===== config.mk =====
export PLATFORM = sky130hd
export DESIGN_NAME = sdram_pattern_tester
export DESIGN_NICKNAME = d
export VERILOG_FILES = /design/src/rtl/sdram_pattern_tester.sv
export SDC_FILE = /design/constraint.sdc
export NUM_CORES = 1
export LEC_CHECK = 0
export ABC_AREA = 1
export CORE_MARGIN = 3
export CORE_UTILIZATION = 55
export CTS_CLUSTER_SIZE = 40
export DETAILED_ROUTE_END_ITERATION = 8
export PLACE_DENSITY = 0.83
export SYNTH_ARGS = -nofsm -noshare
export SYNTH_HDL_FRONTEND = slang
export SYNTH_SLANG_ARGS = --single-unit

===== constraint.sdc =====
create_clock -name clk -period 4.75 [get_ports clk]
set_input_delay 1.425 -clock clk [delete_from_list [all_inputs] [get_ports clk]]
set_output_delay 1.425 -clock clk [all_outputs]
set_load 0.005 [all_outputs]

===== src/rtl/sdram_pattern_tester.sv =====
// ============================================================================
// Module   : sdram_pattern_tester
// Purpose  : Writes an LFSR pattern over an SDRAM word range through the
//            controller command port, reads it back with pipelined reads and
//            reports pass/fail, the error count and the first failing address.
//            Optional macro SDRAM_PATTERN_TESTER_INJECT_EN adds the injectErr
//            input, which corrupts the first written word.
// Revision : 1.0 - initial release
// ============================================================================
`default_nettype none

module sdram_pattern_tester #(
  parameter int AddrWidth      = 23,
  parameter int MaxOutstanding = 4,
  parameter int ErrCountWidth  = 16
) (
  input  logic                     clk,
  input  logic                     rst_,
  input  logic                     start,
  input  logic [AddrWidth-1:0]     addrFirst,
  input  logic [AddrWidth-1:0]     addrLast,
  input  logic [15:0]              seed,
`ifdef SDRAM_PATTERN_TESTER_INJECT_EN
  input  logic                     injectErr,
`endif
  output logic                     busy,
  output logic                     done,
  output logic                     pass,
  output logic [ErrCountWidth-1:0] errorCount,
  output logic [AddrWidth-1:0]     firstErrAddr,
  input  logic                     cmdReady,
  output logic                     cmdTrigger,
  output logic                     cmdWrite,
  output logic [AddrWidth-1:0]     cmdAddr,
  output logic [15:0]              cmdWriteData,
  input  logic [15:0]              cmdReadData,
  input  logic                     cmdReadDataValid
);

  localparam logic [15:0] c_poly    = 16'hB400;
  localparam logic [3:0]  c_max_out = 4'(MaxOutstanding);

  typedef enum logic [2:0] {
    ST_IDLE  = 3'd0,
    ST_WRITE = 3'd1,
    ST_READ  = 3'd2,
    ST_DRAIN = 3'd3,
    ST_DONE  = 3'd4
  } state_t;

  function automatic logic [15:0] lfsr_next(input logic [15:0] v);
    return v[0] ? ((v >> 1) ^ c_poly) : (v >> 1);
  endfunction

  state_t                   r_state;
  state_t                   w_next;
  logic [AddrWidth-1:0]     r_first;
  logic [AddrWidth-1:0]     r_last;
  logic [15:0]              r_seed;
  // One extra bit so an all-ones addrLast cannot wrap back into the range
  logic [AddrWidth:0]       r_addr;
  logic [15:0]              r_wlfsr;
  logic [15:0]              r_clfsr;
  logic [AddrWidth-1:0]     r_caddr;
  logic [3:0]               r_outstanding;
  logic [ErrCountWidth-1:0] r_err_count;
  logic [AddrWidth-1:0]     r_first_err;

  logic        w_start_ok;
  logic        w_empty;
  logic        w_trigger;
  logic        w_accept;
  logic        w_at_last;
  logic        w_rd_accept;
  logic        w_rd_strobe;
  logic        w_mismatch;
  logic        w_inj;
  logic [15:0] w_seed;

  assign w_seed      = (seed == 16'h0000) ? 16'h0001 : seed;
  assign w_start_ok  = start && ((r_state == ST_IDLE) || (r_state == ST_DONE));
  assign w_empty     = addrLast < addrFirst;
  assign w_trigger   = (r_state == ST_WRITE) ||
                       ((r_state == ST_READ) && (r_outstanding < c_max_out));
  assign w_accept    = w_trigger && cmdReady;
  assign w_at_last   = (r_addr == {1'b0, r_last});
  assign w_rd_accept = w_accept && (r_state == ST_READ);
  // Strobes outside an active read phase, or with nothing in flight, are stray
  assign w_rd_strobe = cmdReadDataValid && (r_outstanding != 4'd0) &&
                       ((r_state == ST_READ) || (r_state == ST_DRAIN));
  assign w_mismatch  = w_rd_strobe && (cmdReadData != r_clfsr);

  always_ff @(posedge clk or negedge rst_) begin
    if (!rst_) begin
      r_state <= ST_IDLE;
    end else begin
      r_state <= w_next;
    end
  end

  always_comb begin
    w_next = r_state;
    case (r_state)
      ST_IDLE, ST_DONE: begin
        if (start) begin
          w_next = w_empty ? ST_DONE : ST_WRITE;
        end
      end
      ST_WRITE: begin
        if (w_accept && w_at_last) begin
          w_next = ST_READ;
        end
      end
      ST_READ: begin
        if (w_accept && w_at_last) begin
          w_next = ST_DRAIN;
        end
      end
      ST_DRAIN: begin
        if (r_outstanding == 4'd0) begin
          w_next = ST_DONE;
        end
      end
      default: w_next = ST_IDLE;
    endcase
  end

  always_ff @(posedge clk or negedge rst_) begin
    if (!rst_) begin
      r_first       <= '0;
      r_last        <= '0;
      r_seed        <= '0;
      r_addr        <= '0;
      r_wlfsr       <= '0;
      r_clfsr       <= '0;
      r_caddr       <= '0;
      r_outstanding <= '0;
      r_err_count   <= '0;
      r_first_err   <= '0;
    end else if (w_start_ok) begin
      r_first       <= addrFirst;
      r_last        <= addrLast;
      r_seed        <= w_seed;
      r_addr        <= {1'b0, addrFirst};
      r_wlfsr       <= w_seed;
      r_clfsr       <= w_seed;
      r_caddr       <= addrFirst;
      r_outstanding <= '0;
      r_err_count   <= '0;
      r_first_err   <= '0;
    end else begin
      if (w_accept) begin
        if (r_state == ST_WRITE) begin
          if (w_at_last) begin
            r_addr  <= {1'b0, r_first};
            r_wlfsr <= r_seed;
          end else begin
            r_addr  <= r_addr + 1'b1;
            r_wlfsr <= lfsr_next(r_wlfsr);
          end
        end else if (!w_at_last) begin
          r_addr <= r_addr + 1'b1;
        end
      end

      case ({w_rd_accept, w_rd_strobe})
        2'b10:   r_outstanding <= r_outstanding + 4'd1;
        2'b01:   r_outstanding <= r_outstanding - 4'd1;
        default: r_outstanding <= r_outstanding;
      endcase

      if (w_rd_strobe) begin
        r_clfsr <= lfsr_next(r_clfsr);
        r_caddr <= r_caddr + 1'b1;
      end

      if (w_mismatch) begin
        if (r_err_count == '0) begin
          r_first_err <= r_caddr;
        end
        if (r_err_count != '1) begin
          r_err_count <= r_err_count + 1'b1;
        end
      end
    end
  end

`ifdef SDRAM_PATTERN_TESTER_INJECT_EN
  logic r_inject;

  // Cleared by the first write handshake so only word 0 is corrupted
  always_ff @(posedge clk or negedge rst_) begin
    if (!rst_) begin
      r_inject <= 1'b0;
    end else if (w_start_ok) begin
      r_inject <= injectErr;
    end else if (w_accept && (r_state == ST_WRITE)) begin
      r_inject <= 1'b0;
    end
  end

  assign w_inj = r_inject;
`else
  assign w_inj = 1'b0;
`endif

  assign busy         = (r_state == ST_WRITE) || (r_state == ST_READ) ||
                        (r_state == ST_DRAIN);
  assign done         = (r_state == ST_DONE);
  assign pass         = (r_state == ST_DONE) && (r_err_count == '0);
  assign errorCount   = r_err_count;
  assign firstErrAddr = r_first_err;
  assign cmdTrigger   = w_trigger;
  assign cmdWrite     = (r_state == ST_WRITE);
  assign cmdAddr      = r_addr[AddrWidth-1:0];
  assign cmdWriteData = (r_state == ST_WRITE) ? (r_wlfsr ^ {15'b0, w_inj}) : 16'h0000;

endmodule

`default_nettype wire

==> results.toml <==
[outcome]
status = "finished clean"

[worst_setup_path]
crit_buf_inv = 2
ff2ff_setup_slack_ns = 1.15
reg2reg_depth = 11
crit_chain = "inv_1, ha_1, nand2_1, nor3_1, nand4_1, nor3_1, clkdlybuf4s50_1"
critPathSlowestCell = "clkdlybuf4s50_1"
critical_path.max_fanout = 8
cp.required_ns = 3.32
worstSetupStartpointType = "flop"
critical_path_arrival_ns = 2.45
cpMostUsedCell = "nor3_1"
worst_r2r_startpoint = "r_addr[12]$_DFFE_PN0P_"
r2r_end = "r_addr[21]$_DFFE_PN0P_"
endpoint_kind = "primary output"
crit_family = "simple AND/OR/NAND/NOR gates"
crit_type = "flop to primary output"
slowest_delay_ns = 0.54

[pwr]
power_density_nw_per_um2 = 548
peakVddDrop_mv = 0.279
p_leak_nw = 6.83
power_w = 0.00742

[timing]
max_slew_margin_pct = 41.5
fin_crit_sh_pct = 81.5
period_minus_slack_ns = 3.87
setup_violations = 0
clock_skew_ns = 0.0181
tightestPinTransition_ns = 0.878
rsz0062_at_grt = "false"
fmaxAchievable_ghz = 0.258
tns_ns = 0
hold_violations = 0
layout_setup_ws_ns = 0.880
drv_slew = 0

[clocking]
cts_tree = "built"
clk_pin_slew_ns = 0.07
clock-sinks = 187
clockBufferDepth = 2
cts_resized = 0
cts.root.buffer_cell = "clkbuf_16"
holdBufCountCts = 0
post_cts_buffers = 0
cts-htree-levels = 4
numCtsBuffers = 17
clk_latency_ns = 0.45

[route]
wl_per_cell_microns = 15.8
via_count = 10935
route.met3.wl_mm = 2.40
firstDrtPassIters = 5
wl_met1_mm = 13.4
detail-route-antenna-nets = 0
wl_mm = 31.9
wl_met2_mm = 15.2
drc = 0
top_layer = "met4"
vias_per_cell = 5.43
drtIter0Drc = 1013

[global_route]
grt_antenna_before_repair = 0
grt_max_degree = 92
grt_pass1_wl_mm = 52.6
grt_util_all_layers_pct = 29.2
grt_overflow = 0
grt_pass1_vias = 10544

[logic_synthesis]
syn_area_sq_um = 11200
mappedNetlistNets = 1728
yosysSeqAreaShare_pct = 41.6
ys_ff_latch = 187
synth_cell_types = 38
synth_edf_count = 0
syn_area_per_cell_sq_um = 6.96
synthFlopType = "dfrtp_1"
synth-async-reset-ratio_pct = 100
syn_inst = 1617
ys.warnings.count = 0

[placement]
hpwl_mm = 23.4
gp_congestion = 0.937
post-place-ws_ns = 0.804
portBuffers = 165
dp.cells = 1982

[cells_and_area]
final_nets = 1847
area_delta_synth_final_pct = 20.5
final_cell_mix = "nand2_1, nor2_1, inv_1, dfrtp_1, clkdlybuf4s50_1"
n_antenna_cell = 0
layout_commonest_cell = "nand2_1"
instances_no_fill = 2014
drive_gt1_share_pct = 3.37
post-route-util_pct = 68.5

[worst_hold_path]
holdPathStages = 2
min_to = "firstErrAddr[9]$_DFFE_PN0P_"
hold_path.class = "flop to flop"
hp-start = "firstErrAddr[9]$_DFFE_PN0P_"

[die]
start_util_pct = 56.9
die_h_microns = 149
die_w_microns = 149
io_pins = 166
die_area_sq_um = 22200
rows = 51
core_sq_um = 19800

[job]
max-cap-violations = 0
metal layers:
metal	up-vias	track usage, %
li1	5305	-
met1	5081	38.8
met2	488	48.5
met3	61	4.74
met4	0	11.0
met5	-	0
state kept, by name (all words and copies together), names as in the netlist:
name           cells
r_first           23
firstErrAddr      23
r_seed            16
r_caddr           23
errorCount        16
r_last            23
r_state            3
r_wlfsr           16
r_clfsr           16
r_addr            24
r_outstanding      4
stage by stage:
stage          area, sq um  hold WS (ns)
6_report             13600         0.471
5_1_grt              13600         0.499
4_1_cts              13600         0.476
3_5_place_dp         12900         0.459
3_3_place_gp         12900         0.453
2_1_floorplan        11200         0.436
area by class of cell:
type	instances	area, sq um
multi-input cells	1154	5420
well taps	265	332
fillers	1657	6230
clock buffers	17	425
inverters	200	751
clock inverters	15	199
flip-flops and latches	187	4680
repair buffers	176	1750
worst register-to-register path, stage by stage, from the launching register on:
cell     delay, ns
dfrtp_1       0.50
inv_1         0.13
nand2_1       0.08
nand2_1       0.04
nor2_1        0.08
nand2_1       0.08
nor2_1        0.28
nand3_2       0.65
a21oi_4       0.91
inv_2         0.44
nor2_1        0.24
a21oi_1       0.06
how the worst max path moves through the flow:
stage / depth (start not counted) / end / slack [ns] / startpoint
global route: 7 / pass / 0.82 / errorCount[0]$_DFFE_PN0P_
CTS: 7 / pass / 0.91 / errorCount[0]$_DFFE_PN0P_
detailed placement: 9 / r_addr[21]$_DFFE_PN0P_ / 0.80 / start
global placement: 9 / r_addr[23]$_DFFE_PN0P_ / 0.92 / start
finish: 7 / pass / 0.88 / errorCount[0]$_DFFE_PN0P_
floorplan: 12 / r_outstanding[3]$_DFFE_PN0P_ / 2.01 / cmdReadDataValid
power by group:
group	internal, W	switching (W)
clock network	0.000765	0.000729
registers	0.00219	0.000560
logic	0.00131	0.00187
total	0.00426	0.00316
cells by family after synthesis:
kind of cell    synth area share [%]
compound gates                  9.63
xor+xnor                        3.35
fa+ha+maj                       3.11
buf+inv                         10.3
flops                           41.6
simple gates                    32.0
cells in the mapped netlist (2+ instances only):
cell,n,area (sq um)
o22ai_1,3,18.8
nor2_1,235,882
nor2_2,2,12.5
xor2_1,24,210
dfrtp_1,187,4680
inv_2,5,18.8
buf_4,26,195
xnor2_1,19,166
a21oi_1,61,305
nand2_1,535,2010
ha_1,28,350
nand3_1,55,275
nand4_1,25,156
clkbuf_1,27,101
a31oi_1,9,56.3
buf_1,6,22.5
nor3b_1,2,15.0
o21a_1,4,30.0
o21ai_0,75,375
o221ai_1,7,61.3
nor4_1,5,31.3
buf_2,17,85.1
o211ai_1,23,173
nor3_1,22,110
o31ai_1,2,15.0
and3_1,2,12.5
nand3b_1,6,45.0
inv_1,195,732
(Power assumes the default switching activity.)
